$ cat src/rtl/serial_subtractor_8bit.sv
`default_nettype none
// +--------------------------------------------------------------------------+
// | serial_subtractor_8bit: bit-serial A - B, LSB first, eight clocks each    |
// | Revision: 1.0                                                             |
// +--------------------------------------------------------------------------+
module serial_subtractor_8bit (
  input  logic       clk,
  input  logic       rst_n,
  input  logic       start,
  input  logic [7:0] A,
  input  logic [7:0] B,
  output logic [7:0] Diff,
  output logic       Bout,
  output logic       Ovf,
  output logic       busy,
  output logic       done
);

  typedef enum logic [1:0] {
    IDLE  = 2'd0,
    SHIFT = 2'd1,
    DONE  = 2'd2
  } state_t;

  state_t      state;
  logic [7:0]  a_sh;
  logic [7:0]  b_sh;
  logic [7:0]  res;
  logic [2:0]  cnt;
  logic        br;
  logic        a_msb;
  logic        b_msb;

  logic        d_bit;
  logic        br_next;
  logic [7:0]  res_next;

  // One full-subtractor cell applied to the current LSBs.
  assign d_bit    = a_sh[0] ^ b_sh[0] ^ br;
  assign br_next  = (~a_sh[0] & b_sh[0]) | (~(a_sh[0] ^ b_sh[0]) & br);
  assign res_next = {d_bit, res[7:1]};

  always_ff @(posedge clk) begin
    if (!rst_n) begin
      state <= IDLE;
      a_sh  <= 8'h00;
      b_sh  <= 8'h00;
      res   <= 8'h00;
      cnt   <= 3'd0;
      br    <= 1'b0;
      a_msb <= 1'b0;
      b_msb <= 1'b0;
      Diff  <= 8'h00;
      Bout  <= 1'b0;
      Ovf   <= 1'b0;
      busy  <= 1'b0;
      done  <= 1'b0;
    end else begin
      case (state)
        IDLE, DONE: begin
          done <= 1'b0;
          if (start) begin
            a_sh  <= A;
            b_sh  <= B;
            a_msb <= A[7];
            b_msb <= B[7];
            res   <= 8'h00;
            cnt   <= 3'd0;
            br    <= 1'b0;
            busy  <= 1'b1;
            state <= SHIFT;
          end else begin
            state <= IDLE;
          end
        end

        SHIFT: begin
          a_sh <= {1'b0, a_sh[7:1]};
          b_sh <= {1'b0, b_sh[7:1]};
          res  <= res_next;
          br   <= br_next;
          cnt  <= cnt + 3'd1;
          // The eighth bit completes the result; publish it on this same edge.
          if (cnt == 3'd7) begin
            Diff  <= res_next;
            Bout  <= br_next;
            Ovf   <= (a_msb ^ b_msb) & (d_bit ^ a_msb);
            busy  <= 1'b0;
            done  <= 1'b1;
            state <= DONE;
          end
        end

        default: begin
          busy  <= 1'b0;
          done  <= 1'b0;
          state <= IDLE;
        end
      endcase
    end
  end

endmodule
`default_nettype wire

$ cat config.mk
export PLATFORM = sky130hd
export DESIGN_NAME = serial_subtractor_8bit
export DESIGN_NICKNAME = d
export VERILOG_FILES = /design/src/rtl/serial_subtractor_8bit.sv
export SDC_FILE = /design/constraint.sdc
export NUM_CORES = 1
export LEC_CHECK = 0
export ABC_AREA = 0
export ABC_CLOCK_PERIOD_IN_PS = 2050
export CAP_MARGIN = 15
export CORE_MARGIN = 5
export CORE_UTILIZATION = 51
export CTS_CLUSTER_SIZE = 10
export DETAILED_ROUTE_END_ITERATION = 6
export GPL_TIMING_DRIVEN = 1
export PLACE_DENSITY = 0.79
export SLEW_MARGIN = 40
export SYNTH_ARGS = -nofsm -noshare
export SYNTH_HDL_FRONTEND = slang
export SYNTH_SLANG_ARGS = --single-unit
export TNS_END_PERCENT = 5
$ cat constraint.sdc
create_clock -name clk -period 2.05 [get_ports clk]
set_input_delay 0.205 -clock clk [delete_from_list [all_inputs] [get_ports clk]]
set_output_delay 0.205 -clock clk [all_outputs]
set_load 0.02 [all_outputs]
# Word-level counts from Yosys, hierarchy flattened
# Index checks and enable logic that the tools add are counted.
[classes]
n_addsub = 1
multipliers = 0
n_div = 0
magnitude_cmp = 0
n_eq_ne = 5
shifts = 0
mux = 16
n_bitwise = 10
n_reduce_logical = 8
[ops]
columns = ["cell", "count"]
rows = [
  ["$pmux 8 s2", 3],
  ["$mux 8", 3],
  ["$reduce_and 2->1", 5],
  ["$pmux 3 s2", 1],
  ["$mux 1", 4],
  ["$ne 2x2->1 const B", 2],
  ["$pmux 1 s2", 2],
  ["$pmux 2 s2", 1],
  ["$xor 1x1->1", 4],
  ["$add 3x1->3 const B", 1],
  ["$and 1x1->1", 3],
  ["$eq 3x3->1 const B", 1],
  ["$mux 3", 1],
  ["$eq 2x1->1 const B", 1],
  ["$eq 2x2->1 const B", 1],
  ["$logic_not 2->1", 1],
  ["$mux 2", 1],
  ["$not 1->1", 2],
  ["$reduce_bool 2->1", 1],
  ["$reduce_or 2->1", 1],
  ["$or 1x1->1", 1],
]
[word_totals]
regBits = 44
latchBits = 0
ramBits = 0
mem_bits_ro = 0
input_bits = 19
output_inout_bits = 12
memories = 0

# Longest topological paths before layout
[logic_depth]
ltp_word = 5
mapped_depth = 6

# Worst setup path before layout
# No wires, ideal clock.
[synth_timing]
kind = "flip-flop to flip-flop"
from = "register b_sh[0]"
to = "register Ovf"
setup_time_ps = 74
t_arrival_ps = 1418
setup_slack_ps = 558
path_stages_with_launch = 5
path_buffers = 0
synth_period_minus_slack_ps = 1492
cell_sequence = "dfxtp_1 inv_1 fa_1 or3b_2 a31oi_1"
[synth_via]
elab_chain_cells = 4
[synth_lines]
columns = ["item", "line", "source"]
rows = [
  ["from (decl)", "27", "logic [7:0] b_sh;"],
  ["from (signal assigned)", "79", "b_sh <= {1'b0, b_sh[7:1]};"],
  ["$xor 1x1->1 (2 in series)", "39", "assign d_bit = a_sh[0] ^ b_sh[0] ^ br;"],
  ["named net d_bit", "34", "logic d_bit;"],
  ["$xor 1x1->1", "87", "Ovf <= (a_msb ^ b_msb) & (d_bit ^ a_msb);"],
  ["$and 1x1->1", "87", ""],
  ["to (signal assigned)", "87", ""],
  ["to (decl)", "14", "output logic Ovf,"],
]
# The timed path passes the listed nets, and every way through them passes these cells.
# A chain may end at the register's enable or synchronous reset.

# Worst setup path after layout
# Ends and elaborated chain as after synthesis.

==> results.md <==
- Outcome: finished clean
- Fin crit share: 0.778
- # Post-CTS Setup Buffers: 0
- Die extent in y: 68.5 um
- Critical Path End Type: flip-flop
- # port buffers: 30
- Clk_lat worst skew: approximately 0.36 ns
- Setup TNS: 0 ns
- Pint: approximately 1.2 mW
- Hold Fails Final Rpt: 0
- Critical path class: reg -> reg
- Synth top cells by count: dfxtp_1, nand2_1, a21boi_0
- CORE AREA: 3340 um2
- Pre-CTS setup slack: approximately 0.5 ns
- R2R Path End: Ovf
- Post-Synth Simple-Gate Area: 0.224
- Antenna Nets Post-Route: 0
- Seq/Total Area, Yosys: 0.493
- First-pass GRT wire length: roughly 6200 um
- Max Fclk: 627 MHz
- Max Fanout on Critical Path: 4
- WL/cell: approximately 14 um
- Count leader, synth: dfxtp_1
- Synth warn: 0
- Nets@finish: between 200 and 250
- CTS Hold Bufs: 0
- Routability Congestion: just under 0.8
- CTS resizes: 0
- Reg area: between 800 and 900 um2
- Clk buf depth: 2
- H-tree depth: 2
- Pwr Density: between 700 and 800 nW/um2
- Post-synthesis mux area share: 0
- # fillers: around 300
- Worst path required time: between 2 and 2.5 ns
- DRT Pass-1 Iters: 4
- # setup viols final: 0
- Critical R2R Launch: b_sh[0]
- Num Clock Sinks: 43
- Share of cells above drive strength 1: 0.0682
- Synthesized instance count: about 190
- Initial antenna violation count: 0
- Largest net degree at the start of global routing: 44
- Rel. slew slack: 0.630
- Adder-cell share of the synthesized area: 0.0258
- Hold depth: 3
- Synthesized area: approximately 1700 um2
- Clock-pin slew on the worst setup and hold paths: roughly 0.13 ns
- Mean Syn Cell Area: roughly 9.0 um2
- FFs w/ async S/R, synth: 0
- Drt via density: ~5.4
- First-iteration detailed-routing DRC count: 56
- Placed insts: approximately 260
- Min Tclk post-route: around 1.6 ns
- Non-Filler Instances: roughly 270
- Smallest setup slack after layout: around 0.45 ns
- Total Routed Length: about 3700 um
- Hold path endpoint: a_sh[6]
- IO Count: 31
- Area Overhead vs Synth: 21.1%
- Max-slew violations: 0
- Area contributors post-synth: dfxtp_1, a21boi_0, nand2_1, o221ai_1, nor3_1
- Worst hold path class: in -> reg
- Worst Tran Pin Value: about 0.55 ns
- Switching power: about 0.4 mW
- Clk_skew: ~0.0063 ns
- Combinational share of power: 0.128
- Global route total overflow: 0
- Die W: roughly 69 um
- R2R Setup Slk: between 0.4 and 0.5 ns
- DRC violations left: 0
- Sw Share: 0.259
- Via count: around 1400
- Cell variety after synth: 30
- Clock power share: 0.302
- Num CTS Buffers: 5
- Peak VDD IR: 510 uV
- Area leader, netlist: dfxtp_1
- Ys flop type: dfxtp_1
- RSZ-0062 raised after global routing: false
- Vias in the first global route: approximately 1400
- Clk root buf: clkbuf_4
- Reg power frac: 0.570
- HPWL after DPL: roughly 2500 um
- Worst Reg-to-Reg Cells: 4
- Critical path arrival: roughly 1.9 ns
- Die ar.: 4690 um2
- Max Cap Viol: 0
- Xor/xnor share of the synthesized area: 0
- Largest family of logic cells by synthesized area: simple AND/OR/NAND/NOR gates
- Seq cells post-synth: 43
- Post-synth EDFFs: 0
- Initial cell density of the core: 0.523
- Rows: 21
- Hold path startpoint: A[6]
- Static Leak: ~0.75 nW
- Synth Net Count: around 220
- Synth Area in Compound Gates: 0.201
- Tot GR Track Use: 0.173
- N_diodes: 0
- CP Launch Type: flip-flop
- Area of the multi-input gates: roughly 790 um2
- CTS tree: built
- Share of the synthesized area in the top cell type: 0.493
==> flip-flops by register name, summed over array words and instances (netlist names), 2 cells and up <==
signal	flops
Diff	8
a_sh	8
b_sh	8
res	7
cnt	3
state	2
==> layout make-up <==
type	instances	area share
flip-flops and latches	43	0.407
inverters	2	0.00355
repair buffers	34	0.156
well taps	46	0.0272
clock buffers	7	0.0308
multi-input cells	133	0.372
clock inverters	1	0.00355
==> metrics by stage <==
step                instance area (um2)  utilization  hold WS (ns)  power (mW)
global route                       2110        0.634         0.440        1.65
detailed placement                 2040        0.612         0.457        1.12
CTS                                2110        0.634         0.423        1.59
floorplan                          1750            -         0.343        1.05
finish                             2110        0.634         0.416        1.58
global placement                   2040        0.612         0.444        1.11
==> logic make-up (layout without fill, tap and decap cells) <==
kind of cell,Yosys count,count (layout)
buffers and inverters,17,44
AOI/OAI and AO/OA,46,46
adders and majority gates,3,3
and+or+nand+nor,84,84
DFF,43,43
==> cells in the final DEF (no fill, tap or decap), types with 3 or more instances in the layout <==
master,instances
nor2_1,16
nor3_1,13
dfxtp_1,43
clkdlybuf4s50_1,30
nand2_1,33
a21boi_0,21
a31oi_1,3
o221ai_1,13
clkbuf_4,5
o21ai_0,4
buf_4,4
nand3_1,11
==> critical path, stage by stage, from the launching register on <==
cell and delay, ns:
dfxtp_1 0.33, inv_1 0.06, fa_1 0.51, or3b_2 0.46
a31oi_1 0.17
==> per-layer routing <==
| metal | GRT usage | vias up | routed length [um] |
|---|---|---|---|
| met5 | 0 | - | 0 |
| met1 | 0.212 | 670 | 1670 |
| met3 | 0.0567 | 5 | 186 |
| met4 | 0.0447 | 0 | 36 |
| li1 | - | 726 | - |
| met2 | 0.288 | 37 | 1770 |
==> power by group through the flow <==
stage	Sequential (mW)	Combinational [mW]	Clock [mW]
CTS	0.903	0.200	0.482
floorplan	0.917	0.138	0
global route	0.908	0.224	0.516
detailed placement	0.922	0.199	0
global placement	0.919	0.193	0
finish	0.903	0.202	0.479
==> worst max-delay path by stage <==
stage / end / cells after the start / startpoint
after floorplan: Ovf / 4 / b_sh[0]
after global placement: Ovf / 4 / b_sh[0]
after detailed placement: Ovf / 4 / b_sh[0]
after CTS: Ovf / 4 / b_sh[0]
after global routing: b_sh[7] / 4 / state[1]
final: Ovf / 4 / b_sh[0]
Note: power is estimated with default switching activity, not from simulation.
==> edit (config.mk and constraints unchanged) <==
The 3 states of `state_t` get a one-hot encoding in 3 bits.
--- a/src/rtl/serial_subtractor_8bit.sv
+++ b/src/rtl/serial_subtractor_8bit.sv
@@ -16,10 +16,10 @@
   output logic       done
 );
 
-  typedef enum logic [1:0] {
-    IDLE  = 2'd0,
-    SHIFT = 2'd1,
-    DONE  = 2'd2
+  typedef enum logic [2:0] {
+    IDLE  = 3'b001,
+    SHIFT = 3'b010,
+    DONE  = 3'b100
   } state_t;
 
   state_t      state;
Function: no difference found for any inputs over 10 cycles, from zero or initial values and one cycle with rst_n low; not proved beyond that.
==> edit against the unedited design <==
Cell count shrank 4.9%. Wire length grew 15%. Largest cell class is now multi-input gates. Critical path depth is the same. Setup slack lost 0.13 ns. First-iteration DRC count grew 98%. Cell area grew 11%. Synthesized area grew 8.7%. Synthesized cell count shrank 10%. Non-clock buffer count grew 5. Power grew 12%. Sequential cell count grew 1.
==> edit: results (changes against the unedited design) <==
| Metric | Value |
|---|---|
| Status | completed (unchanged) |
| Hold Path Stages | 1 (was 3) |
| CP peak stage delay | 0.53 ns (was 0.51 ns) |
| Post-synth cell types | 41 (was 30) |
| DP Area | 2240 sq um (was 2040 sq um) |
| Reg-to-Reg Start | state[1] (was b_sh[0]) |
| Met3 GRT Util | 0.0469 (was 0.0567) |
| First-pass GRT wire length | 6880 microns (was 6160 microns) |
| Clock Skews | 0.00358 ns (was 0.00628 ns) |
| Most frequent cells after synthesis | 44 x dfxtp_1, 22 x mux2i_1, 14 x o41ai_1, 13 x nor2_1, 10 x a21oi_1 (was 43 x dfxtp_1, 33 x nand2_1, 21 x a21boi_0, 16 x nor2_1) |
| Later-pin clock latency in the skew report | 0.29 ns (was 0.36 ns) |
| GRT met1 Usage | 0.208 (was 0.212) |
| Seq/Total Area, Yosys | 0.464 (was 0.493) |
| Met2 Track Usage GR | 0.280 (was 0.288) |
| Nets | 226 (was 241) |
| Largest cells by area after synthesis | dfxtp_1 46%, mux2i_1 12%, o41ai_1 6.5% (was dfxtp_1 49%, a21boi_0 9.0%, nand2_1 7.1%) |
| Placed wire-length estimate | 2960 microns (was 2480 microns) |
| Gpl congestion | 0.857 (was 0.769) |
| LEAKAGE | 0.934 nW (was 0.748 nW) |
| Vias | 1455 (was 1438) |
| WL final | 4200 microns (was 3670 microns) |
| R2r setup slk | 0.32 ns (was 0.45 ns) |
| Hold Crit Class | reg -> reg (was in -> reg) |
| Post-Syn Nets | 195 (was 215) |
| Largest net degree at the start of global routing | 22 (was 44) |
| Maximum VDD drop | 503 uV (was 510 uV) |
| FF-to-FF End | a_sh[4] (was Ovf) |
| WL met3 | 201 microns (was 186 microns) |
| Met1 WL | 1860 microns (was 1670 microns) |
| Worst slew margin | 0.607 (was 0.630) |
-- edit: cell types whose count changed in the layout (fill, tap and decap cells not counted), sizes merged, moves of 13 or more --
| cell | change |
|---|---|
| o41ai | +14 |
| a21boi | -22 |
| o221ai | -13 |
| mux2i | +22 |
| a21oi | +16 |
| nor3 | -13 |
| nand2 | -28 |
-- edit: where the power goes --
part	switching [mW]	internal, mW	total (mW)
clock network	0.280	0.361	0.641
registers	0.0288	0.894	0.923
logic	0.106	0.110	0.217
-- edit: cells by family after synthesis --
| family | Yosys count | synth area share |
|---|---|---|
| adders and majority gates | 3 | 0.0237 |
| buffers and inverters | 18 | 0.0659 |
| AOI/OAI and AO/OA | 51 | 0.216 |
| muxes | 22 | 0.116 |
| and+or+nand+nor | 33 | 0.105 |
| DFF | 44 | 0.464 |
| xor gates and xnor gates | 2 | 0.00923 |
-- edit: how the worst max path moves through the flow --
stage | from | endpoint | slack (ns) | cells past startpoint
2_1_floorplan | b_sh[0] | Ovf | 0.44 | 4
3_3_place_gp | start | b_sh[2] | 0.19 | 6
3_5_place_dp | start | b_sh[3] | 0.13 | 6
4_1_cts | b_sh[0] | Ovf | 0.33 | 4
5_1_grt | b_sh[0] | Ovf | 0.17 | 4
6_report | state[1] | a_sh[4] | 0.32 | 4
-- edit: cell type report --
cell class	count	area (sq um)
clock buffers	6	72.6
multi-input cells	111	905
flip-flops and latches	44	881
fillers	293	1290
well taps	48	60.1
clock inverters	2	35.0
repair buffers	39	380
inverters	3	11.3
-- edit: through the flow --
stage / hold slack, ns / setup WS, ns
after floorplan: 0.388 / 0.439
after global placement: 0.447 / 0.195
after detailed placement: 0.450 / 0.131
after CTS: 0.474 / 0.331
after global routing: 0.494 / 0.166
final: 0.478 / 0.322
